--- src/rtl/apb_cmd_master22.sv ---
// Single-outstanding APB master front end: a valid/ready command in, SETUP/ACCESS on the bus,
// and a valid/ready response out, with a programmable ACCESS-phase watchdog.
module apb_cmd_master22 #(
  parameter int PADDR_WIDTH22    = 32,
  parameter int PWDATA_WIDTH22   = 32,
  parameter int PRDATA_WIDTH22   = 32,
  parameter int TIMEOUT_CYCLES22 = 256
) (
  input  logic                      pclock22,
  input  logic                      preset22,

  input  logic                      cmd_valid22,
  output logic                      cmd_ready22,
  input  logic [PADDR_WIDTH22-1:0]  cmd_addr22,
  input  logic                      cmd_write22,
  input  logic [PWDATA_WIDTH22-1:0] cmd_wdata22,
  input  logic [3:0]                cmd_sel22,

  output logic                      rsp_valid22,
  input  logic                      rsp_ready22,
  output logic [PRDATA_WIDTH22-1:0] rsp_rdata22,
  output logic                      rsp_err22,
  output logic                      rsp_timeout22,

  output logic [PADDR_WIDTH22-1:0]  paddr22,
  output logic                      prwd22,
  output logic [PWDATA_WIDTH22-1:0] pwdata22,
  output logic [15:0]               psel22,
  output logic                      penable22,
  input  logic                      pready22,
  input  logic [PRDATA_WIDTH22-1:0] prdata22,
  input  logic                      pslverr22
);

  // A disabled watchdog still needs a 1-bit counter so the declarations stay legal.
  localparam int CW = (TIMEOUT_CYCLES22 > 0) ? $clog2(TIMEOUT_CYCLES22 + 1) : 1;
  localparam logic [CW-1:0] TIMEOUT_VAL = CW'(TIMEOUT_CYCLES22);

  typedef enum logic [1:0] {
    ST_IDLE,
    ST_SETUP,
    ST_ACCESS,
    ST_RESP
  } state_t;

  state_t                    state_q, state_d;
  logic [3:0]                sel_q, sel_d;
  logic [CW-1:0]             cnt_q, cnt_d, cnt_inc;
  logic [PADDR_WIDTH22-1:0]  paddr_d;
  logic                      prwd_d;
  logic [PWDATA_WIDTH22-1:0] pwdata_d;
  logic [15:0]               psel_d;
  logic                      penable_d;
  logic                      rsp_valid_d;
  logic [PRDATA_WIDTH22-1:0] rsp_rdata_d;
  logic                      rsp_err_d;
  logic                      rsp_timeout_d;

  assign cmd_ready22 = (state_q == ST_IDLE) && !preset22;
  assign cnt_inc     = cnt_q + CW'(1);

  always_ff @(posedge pclock22) begin
    if (preset22) begin
      state_q       <= ST_IDLE;
      sel_q         <= '0;
      cnt_q         <= '0;
      paddr22       <= '0;
      prwd22        <= 1'b0;
      pwdata22      <= '0;
      psel22        <= '0;
      penable22     <= 1'b0;
      rsp_valid22   <= 1'b0;
      rsp_rdata22   <= '0;
      rsp_err22     <= 1'b0;
      rsp_timeout22 <= 1'b0;
    end else begin
      state_q       <= state_d;
      sel_q         <= sel_d;
      cnt_q         <= cnt_d;
      paddr22       <= paddr_d;
      prwd22        <= prwd_d;
      pwdata22      <= pwdata_d;
      psel22        <= psel_d;
      penable22     <= penable_d;
      rsp_valid22   <= rsp_valid_d;
      rsp_rdata22   <= rsp_rdata_d;
      rsp_err22     <= rsp_err_d;
      rsp_timeout22 <= rsp_timeout_d;
    end
  end

  // Next values are computed one cycle ahead so every bus and response output is registered.
  always_comb begin
    state_d       = state_q;
    sel_d         = sel_q;
    cnt_d         = cnt_q;
    paddr_d       = paddr22;
    prwd_d        = prwd22;
    pwdata_d      = pwdata22;
    psel_d        = psel22;
    penable_d     = penable22;
    rsp_valid_d   = rsp_valid22;
    rsp_rdata_d   = rsp_rdata22;
    rsp_err_d     = rsp_err22;
    rsp_timeout_d = rsp_timeout22;

    case (state_q)
      ST_IDLE: begin
        if (cmd_valid22) begin
          paddr_d   = cmd_addr22;
          prwd_d    = cmd_write22;
          pwdata_d  = cmd_wdata22;
          sel_d     = cmd_sel22;
          psel_d    = 16'd1 << cmd_sel22;
          penable_d = 1'b0;
          state_d   = ST_SETUP;
        end
      end
      ST_SETUP: begin
        cnt_d     = '0;
        psel_d    = 16'd1 << sel_q;
        penable_d = 1'b1;
        state_d   = ST_ACCESS;
      end
      ST_ACCESS: begin
        if (pready22) begin
          rsp_err_d     = pslverr22;
          rsp_rdata_d   = (!prwd22 && !pslverr22) ? prdata22 : '0;
          rsp_timeout_d = 1'b0;
          psel_d        = '0;
          penable_d     = 1'b0;
          rsp_valid_d   = 1'b1;
          state_d       = ST_RESP;
        end else begin
          cnt_d = cnt_inc;
          if ((TIMEOUT_CYCLES22 != 0) && (cnt_inc == TIMEOUT_VAL)) begin
            rsp_err_d     = 1'b1;
            rsp_timeout_d = 1'b1;
            rsp_rdata_d   = '0;
            psel_d        = '0;
            penable_d     = 1'b0;
            rsp_valid_d   = 1'b1;
            state_d       = ST_RESP;
          end
        end
      end
      ST_RESP: begin
        if (rsp_ready22) begin
          rsp_valid_d = 1'b0;
          state_d     = ST_IDLE;
        end
      end
      default: state_d = ST_IDLE;
    endcase
  end

endmodule

--- config.mk ---
export PLATFORM = sky130hd
export DESIGN_NAME = apb_cmd_master22
export DESIGN_NICKNAME = d
export VERILOG_FILES = /design/src/rtl/apb_cmd_master22.sv
export SDC_FILE = /design/constraint.sdc
export NUM_CORES = 1
export LEC_CHECK = 0
export CAP_MARGIN = 40
export CORE_ASPECT_RATIO = 0.6
export CORE_MARGIN = 3
export CORE_UTILIZATION = 43
export DETAILED_ROUTE_END_ITERATION = 6
export PLACE_DENSITY_LB_ADDON = 0.3
export SLEW_MARGIN = 20
export SYNTH_ARGS = -nofsm -noshare
export SYNTH_HDL_FRONTEND = slang
export SYNTH_SLANG_ARGS = --single-unit
--- constraint.sdc ---
create_clock -name pclock22 -period 4.2 [get_ports pclock22]
set_input_delay 0.63 -clock pclock22 [delete_from_list [all_inputs] [get_ports pclock22]]
set_output_delay 0.63 -clock pclock22 [all_outputs]
set_load 0.1 [all_outputs]
==> impl_metrics.tcl <==
set metrics [dict create \
    coreArea_sq_um 11500 \
    grt_max_degree 70 \
    synth.distinct_cells 45 \
    gp_congestion 0.861 \
    wirelength_mm 22.1 \
    multi_input_area_sq_um 2290 \
    grt_pass1_wl_mm 34.4 \
    fmax_mhz 365 \
    muxShareOfSynthArea 0.0388 \
    gr-total-overflow 0 \
    fin_crit_sh 0.653 \
    syn_area_per_cell_sq_um 8.70 \
    areaGrowthSynthToFinish_pct 98.8 \
    maxCapViolations 0 \
    synth_top_family_by_area "simple AND/OR/NAND/NOR gates" \
    synth_edf_count 0 \
    ys_ff_latch 132 \
    num-fill-cells 443 \
    drtIter0Drc 656 \
    critPathCaptureType "output port" \
    yosys.area_share.simple 0.213 \
    grt_usage 0.327 \
    synth_cells 593 \
    layout.area.seq_sq_um 2640 \
    tritoncts "yes" \
    p_per_area_nw_per_um2 554 \
    cts.clk_slew.worst_paths_ns 0.06 \
    synth_flop_cell "dfxtp_1" \
    dieWidth_um 147 \
    grt_pass1_vias 6457 \
    cts.sinks 132 \
    leakagePower_nw 3.98 \
    ys_seq_area_frac 0.512 \
    drc 0 \
    synth_fa_ha_area_frac 0.0146 \
    wire_per_inst_um 20.3 \
    maxSlewHeadroom 0.483 \
    drive_gt1_frac 0.184 \
    outcome "completed" \
    h-tree-depth 4 \
    antenna_found_initial 0 \
    crit_type "reg2out" \
    peakVddDrop_mv 0.390 \
    cts-root-buf "clkbuf_16" \
    diodes 0 \
    post-route-min-period_ns 2.74 \
    ctsHoldBuffers 0 \
    synth-compound-area-share 0.174 \
    synth_xor_area_frac 0 \
    layout.nets 1031 \
    synth_warnings 0 \
    rsz0062_at_grt "no" \
    worst_pin_slew_ns 0.775 \
    viasPerCell 5.50 \
    setup_viol 0 \
    hold_violations 0 \
    clock_skew_ns 0.0153 \
    final.setup.tns_ns 0 \
    critPathLaunchType "flip-flop" \
    dp_cells 1058 \
    cts_buffer_depth 2 \
    chipHeight_um 90.8 \
    cp.arrival_ns 2.11 \
    dieArea_sq_um 13400 \
    drt.antenna.violating_nets 0 \
    clkLatencyLatePin_ns 0.42 \
    post_cts_resized 0 \
    worstPathRequired_ns 3.57 \
    final_cell_mix "223 x clkdlybuf4s50_1, 169 x nand2_1, 132 x dfxtp_1" \
    cts_setup_buffers 0 \
    pin_count 225 \
    stdcell_count 1090 \
    start_util 0.449 \
    place_hpwl_mm 15.4 \
    layout_commonest_cell "clkdlybuf4s50_1" \
    cts_inserted_buffers 17 \
    netlist_area_sq_um 5160 \
    via_count 5991 \
    hp-class "reg2reg" \
    slew_viol_final 0 \
    port_buffers 224 \
    async_flop_share 0 \
    first_pass_iters 6 \
    syn_nets 706 \
    core.rowCount 30 \
    cp_max_fo 4 \
]
[state kept, by name, summed over array words and instances (netlist names)]
register	cells
paddr22	32
pwdata22	32
rsp_rdata22	32
psel22	16
cnt_q	9
sel_q	4
state_q	2
penable22	1
prwd22	1
rsp_err22	1
rsp_timeout22	1
rsp_valid22	1
[stage by stage]
stage                     utilization  hold slack, ns  worst slack [ns]  total power [mW]  area, sq um
after floorplan                     -           0.475              1.24              3.01         5160
after global placement          0.648           0.440              1.20              3.45         7440
after detailed placement        0.838           0.453              1.26              4.09         9630
after CTS                       0.891           0.462              1.43              5.67        10200
after global routing            0.892           0.482              1.32              5.85        10200
final                           0.892           0.462              1.46              5.68        10200
[synth_stat cells (2+ instances only)]
library cell / n / area (sq um)
a21oi_1: 76 / 380
a22o_1: 32 / 280
a311oi_1: 8 / 70.1
a31oi_1: 5 / 31.3
a32oi_1: 2 / 17.5
a41oi_1: 2 / 17.5
and2b_1: 2 / 15.0
and3_2: 2 / 15.0
and4_2: 2 / 20.0
buf_1: 5 / 18.8
buf_2: 4 / 20.0
buf_6: 4 / 45.0
clkbuf_1: 30 / 113
dfxtp_1: 132 / 2640
ha_1: 6 / 75.1
inv_1: 7 / 26.3
mux2i_1: 20 / 200
nand2_1: 170 / 638
nand2b_1: 23 / 144
nand3_1: 5 / 25.0
nand3b_1: 3 / 22.5
nand4_1: 3 / 18.8
nand4_2: 2 / 25.0
nand4b_1: 2 / 17.5
nor2_1: 16 / 60.1
nor2b_1: 2 / 12.5
nor3_1: 5 / 25.0
o21ai_0: 4 / 20.0
o21bai_1: 2 / 15.0
o32a_1: 2 / 20.0
[critical path, cell delays in order (launching register included)]
cell	delay (ns)
dfxtp_1	0.33
inv_1	0.13
ha_1	0.23
nor2b_1	0.24
clkdlybuf4s50_1	0.56
buf_8	0.21
[power by group]
group,total [mW],leakage (nW),internal [mW],switching (mW)
Sequential,1.50,1.07,1.40,0.101
Clock,1.57,0.300,0.990,0.576
Combinational,2.62,2.61,0.965,1.65
Total,5.68,3.98,3.35,2.33
[routing by layer]
metal / GRT usage / up-vias / routed length, um
met3: 0.117 / 65 / 2220
met2: 0.592 / 401 / 11300
met5: 0 / - / 0
met1: 0.356 / 2852 / 7880
li1: - / 2673 / -
met4: 0.110 / 0 / 698
[kinds of logic (layout without fill, tap and decap cells)]
| logic type | Yosys count | count (layout) |
|---|---|---|
| AO/OA/AOI/OAI | 139 | 139 |
| adder cells (fa/ha/maj) | 6 | 6 |
| buffers and inverters | 51 | 388 |
| flip-flops | 132 | 132 |
| multiplexers | 20 | 20 |
| AND/OR/NAND/NOR | 245 | 245 |
[layout make-up]
| type | count | share of cell area |
|---|---|---|
| multi-input cells | 410 | 0.223 |
| flip-flops and latches | 132 | 0.258 |
| well taps | 160 | 0.0195 |
| clock inverters | 13 | 0.0178 |
| repair buffers | 350 | 0.437 |
| inverters | 7 | 0.00256 |
| clock buffers | 18 | 0.0419 |
[worst paths after layout]
kind | cells past startpoint | slack, ns | end | start
min | 2 | 0.46 | pwdata22[31] | pwdata22[31]
min reg2reg | 2 | 0.46 | pwdata22[31] | pwdata22[31]
max reg2reg | 9 | 1.51 | psel22[3] | state_q[0]
max | 5 | 1.46 | cmd_ready22 | state_q[0]
No activity file was read; power rests on OpenSTA's default activity.
==> edit 1 (same flow settings) <==
The parameter `PWDATA_WIDTH22` goes from 32 to 28.
--- a/src/rtl/apb_cmd_master22.sv
+++ b/src/rtl/apb_cmd_master22.sv
@@ -2,7 +2,7 @@
 // and a valid/ready response out, with a programmable ACCESS-phase watchdog.
 module apb_cmd_master22 #(
   parameter int PADDR_WIDTH22    = 32,
-  parameter int PWDATA_WIDTH22   = 32,
+  parameter int PWDATA_WIDTH22   = 28,
   parameter int PRDATA_WIDTH22   = 32,
   parameter int TIMEOUT_CYCLES22 = 256
 ) (
Interface: changed (resized cmd_wdata22 and pwdata22); port bits go from 225 to 217. The function was not compared with the original's and may differ.
==> edit 1 against the original RTL <==
Cell area is 0.31% lower; synthesized area is 2.6% higher; via count is 4.8% lower; sequential cell count is 4 lower; power is 3.0% higher; combinational power is 8.8% higher; first-iteration DRC count is 42% lower; clock skew is 0.0049 ns lower; wire length is 13% lower; die area is 2.5% higher; setup slack better by 0.26 ns; synthesized cell count is 6.4% higher; largest power group unchanged.
==> edit 1: results (changes against the original RTL) <==
fraction of layout cells with a size suffix above 1: 17.1% (-1.3 points)
outcome: complete, no violations
XOR/XNOR Fraction of Synth Area: 0% (unchanged)
Gate Count Post-Synth: 631 (+6.4%)
Clk Tree Root Cell: clkbuf_16
CP arrival: 2.82 ns (+0.71 ns)
vias in the first global route: 6018 (-6.8%)
global-route wire length before repair: 30600 um (-11%)
largest net degree at the start of global routing: 82 (+17%)
Buffers on Ports: 216 (-3.6%)
total congestion overflow: 0 (unchanged)
router iterations before antenna repair: 5 (-1)
CTS clk-pin slew, worst paths: 0.06 ns (about the same)
Max-slew headroom: 49.6% (+1.3 points)
Hold WC Path Type: register to register
initial antenna violation count: 0 (unchanged)
mux contribution to synthesized area: 9.65% (+5.8 points)
dpl cells: 1081 (+2.2%)
compound-cell area share of the yosys netlist: 11.1% (-6.3 points)
post-synthesis adder-cell area fraction: 1.42% (-0.037 points)
post-synth cell types: 44 (-2.2%)
Synth Warn #: 0 (unchanged)
Crit Path Max Fanout: 17 (+13)
FFs w/ async S/R, synth: 0% (unchanged)
clock tree buffer depth: 2 (unchanged)
worst vdd ir: 389 uV (-0.37%)
all-layer global routing usage: 28.3% (-4.4 points)
postcts setup bufs: 0 (unchanged)
post-synthesis sequential area ratio: 48.4% (-2.8 points)
Static Leak: 4.05 nW (+1.6%)
synth top area cells: dfxtp_1 (48%), nand2_1 (13%), mux2i_1 (9.6%)
overall routed net length: 19300 um (-13%)
gpl congestion: 0.780 (-9.4%)
Mapped Nets: 740 (+4.8%)
worst skew pair latency: 0.42 ns (about the same)
final layout net count: 1049 (+1.7%)
routed via count: 5706 (-4.8%)
CTS H-tree depth: 4 (unchanged)
CTS buffer count: 17 (unchanged)
biggest regs: paddr22: 32 flops, rsp_rdata22: 32 flops, pwdata22: 28 flops
Post-synth top cells: nand2_1 (189), dfxtp_1 (128), a21oi_1 (75)
post-DP HPWL: 14200 um (-7.3%)
clk_skew: 0.0104 ns (-0.00487 ns)
# resized after CTS: 0 (unchanged)
ys flop type: dfxtp_1
routed length per instance: 17.4 um (-14%)
Placed Area: 0.00961 mm^2 (-0.18%)
drt first-iter violations: 379 (-42%)
worst slack, placed: 1.62 ns (+0.361 ns)
Diodes inserted: 0 (unchanged)
## edit 1: cell count changes after synthesis, moves of 4 or more
cell / delta
mux2i_1: +31
nand2_1: +19
dfxtp_1: -4
nor2_1: +7
nand2b_1: +31
a22o_1: -32
a31oi_1: -4
a311oi_1: -5
## edit 1: path summary, 6_finish.rpt
check / startpoint / to / slack (ns) / cells past startpoint
hold / removal: pwdata22[21] / pwdata22[21] / 0.45 / 2
setup / recovery: state_q[0] / psel22[3] / 1.72 / 6
setup reg to reg: state_q[0] / psel22[3] / 1.72 / 6
hold reg to reg: pwdata22[21] / pwdata22[21] / 0.45 / 2
## edit 1: layout make-up
cell class / instances / area (um^2)
clock buffers: 18 / 429
clock inverters: 14 / 180
fillers: 561 / 1420
inverters: 8 / 30.0
multi-input cells: 451 / 2500
flip-flops and latches: 128 / 2560
well taps: 160 / 200
repair buffers: 334 / 4310
## edit 1: metal layers
layer | global-route usage (%) | wire length, um | up-vias
met3 | 6.32 | 908 | 49
met1 | 31.9 | 7700 | 2759
met2 | 51.3 | 10100 | 196
met5 | 0 | 0 | -
li1 | - | - | 2702
met4 | 12.2 | 606 | 0
## edit 1: where the power goes
part | leakage [nW] | internal, mW | total (mW) | switching (mW)
logic | 2.72 | 1.07 | 2.85 | 1.78
clock network | 0.281 | 0.943 | 1.52 | 0.580
registers | 1.04 | 1.37 | 1.48 | 0.104
## edit 1: worst max-delay path: stages, from the launching register on
cell and delay [ns]:
dfxtp_1 0.34, inv_1 0.13, ha_1 0.62, nand2b_1 0.42, o211ai_2 0.30, buf_4 0.33, mux2i_1 0.23
==> edit 2 (same settings) <==
Without the edit above. Reset style: asynchronous (`preset22`), changed in one clocked block.
--- a/src/rtl/apb_cmd_master22.sv
+++ b/src/rtl/apb_cmd_master22.sv
@@ -59,7 +59,7 @@
   assign cmd_ready22 = (state_q == ST_IDLE) && !preset22;
   assign cnt_inc     = cnt_q + CW'(1);
 
-  always_ff @(posedge pclock22) begin
+  always_ff @(posedge pclock22 or posedge preset22) begin
     if (preset22) begin
       state_q       <= ST_IDLE;
       sel_q         <= '0;
Function: differs if preset22 is asserted again (counterexample within 4 cycles, from zero or initial values and one cycle with preset22 high); with preset22 held inactive, the same outputs for 10 cycles.
==> edit 2 against the original RTL <==
Wire length decreased by 4.4%; sequential cell count did not move; sequential share of layout area is 5.5 points higher; via count down 18%; count of clock-buffer cells in the layout is 1 higher; setup slack worse by 0.058 ns; register-to-register slack got worse by 0.11 ns; cell area grew 3.1%; synthesized area is 3.8% higher.
Power is left out: the tool's default activity adds up to more than one toggle a clock period on the data nets, which glitch-free logic cannot reach.
==> edit 2: results (changes against the original RTL) <==
routed via count: 4929 (-18%)
global-route wire length before repair: 32500 um (-5.5%)
hold endpoint: pwdata22[15]
Crit Path Max Fanout: 17 (+13)
routed length per instance: 22.9 um (+13%)
vias in the first global route: 5575 (-14%)
initial antenna violation count: 1 (+1)
Mapped Nets: 518 (-27%)
post-synth cell types: 43 (-4.4%)
Vias per Instance: 5.33 (-2.9%)
gpl congestion: 0.786 (-8.6%)
hold depth: 1 (-1)
fillers: 425 (-4.1%)
all-layer global routing usage: 31.1% (-1.6 points)
Hold Startpoint: pwdata22[15]
dpl cells: 891 (-16%)
final layout net count: 863 (-16%)
synth top area cells: dfrtp_1 (62%), mux2_2 (15%), a22o_1 (5.2%)
Placed Area: 0.0100 mm^2 (+4.1%)
post-DP HPWL: 14600 um (-5.2%)
Post-synth top cells: dfrtp_1 (132), mux2_2 (70), a22o_1 (32)
drt first-iter violations: 329 (-50%)
R2R Setup Slk: 1.40 ns (-0.11 ns)
FFs w/ async S/R, synth: 100% (+100 points)
outcome: complete, no violations
CTS H-tree depth: 4 (unchanged)
fraction of layout cells with a size suffix above 1: 30.8% (+12 points)
clk_skew: 0.00922 ns (-0.00605 ns)
reg2reg path depth: 5 (-4)
largest net degree at the start of global routing: 59 (-16%)
post-synthesis sequential area ratio: 61.7% (+10 points)
-- edit 2: cell count changes after synthesis, sizes merged, moves of 11 or more --
cell,change
a21oi,-74
dfxtp,-132
nand3,+17
nor2,-11
nand2,-154
o21ai,+19
mux2i,-19
mux2,+70
inv,+16
dfrtp,+132
clkbuf,-17
nand2b,-19
-- edit 2: area by class of cell --
class / count / share of cell area [%]
Antenna cell: 1 / 0.0237
Sequential cell: 132 / 31.3
Clock buffer: 19 / 4.19
Clock inverter: 13 / 0.983
Inverter: 24 / 0.876
Tap cell: 160 / 1.89
Multi-Input combinational cell: 228 / 17.8
Timing Repair Buffer: 347 / 43.0
-- edit 2: worst max-delay path by stage --
stage | end | slack, ns
2_1_floorplan | cnt_q[0] | 0.04
3_3_place_gp | rsp_rdata22[4] | 1.58
3_5_place_dp | rsp_rdata22[28] | 1.41
4_1_cts | penable22 | 1.48
5_1_grt | penable22 | 1.28
6_report | penable22 | 1.40
-- edit 2: cell families after synthesis --
| family | Yosys count | share of synthesized area [%] |
|---|---|---|
| and+or+nand+nor | 67 | 6.92 |
| xor gates and xnor gates | 7 | 1.15 |
| AOI/OAI and AO/OA | 77 | 10.6 |
| adders and majority gates | 6 | 1.40 |
| muxes | 71 | 14.9 |
| buffers and inverters | 45 | 3.32 |
| DFF | 132 | 61.7 |
-- edit 2: per-layer routing --
layer / global-route usage, % / share of wire (%) / vias to the layer above / wire (um)
met3: 8.95 / 7.8 / 51 / 1650
met2: 56.9 / 53 / 291 / 11200
met1: 34.2 / 36 / 2434 / 7620
li1: - / - / 2153 / -
met5: 0 / 0 / - / 0
met4: 12.1 / 3.3 / 0 / 704
-- edit 2: worst max-delay path: stages, from the launching register on --
cell and delay, ns:
dfrtp_1 0.47, ha_1 0.27, nor4bb_1 0.54, a31oi_1 0.30, a311oi_4 0.71, mux2_2 0.40
-- edit 2: stage by stage --
stage          setup WS [ns]  util (%)  hold slack [ns]
3_5_place_dp            1.41      85.5            0.490
4_1_cts                 1.48      90.2            0.506
5_1_grt                 1.28      90.2            0.529
3_3_place_gp            1.58      66.3            0.486
6_report                1.40      90.2            0.503
2_1_floorplan         0.0440         -            0.493
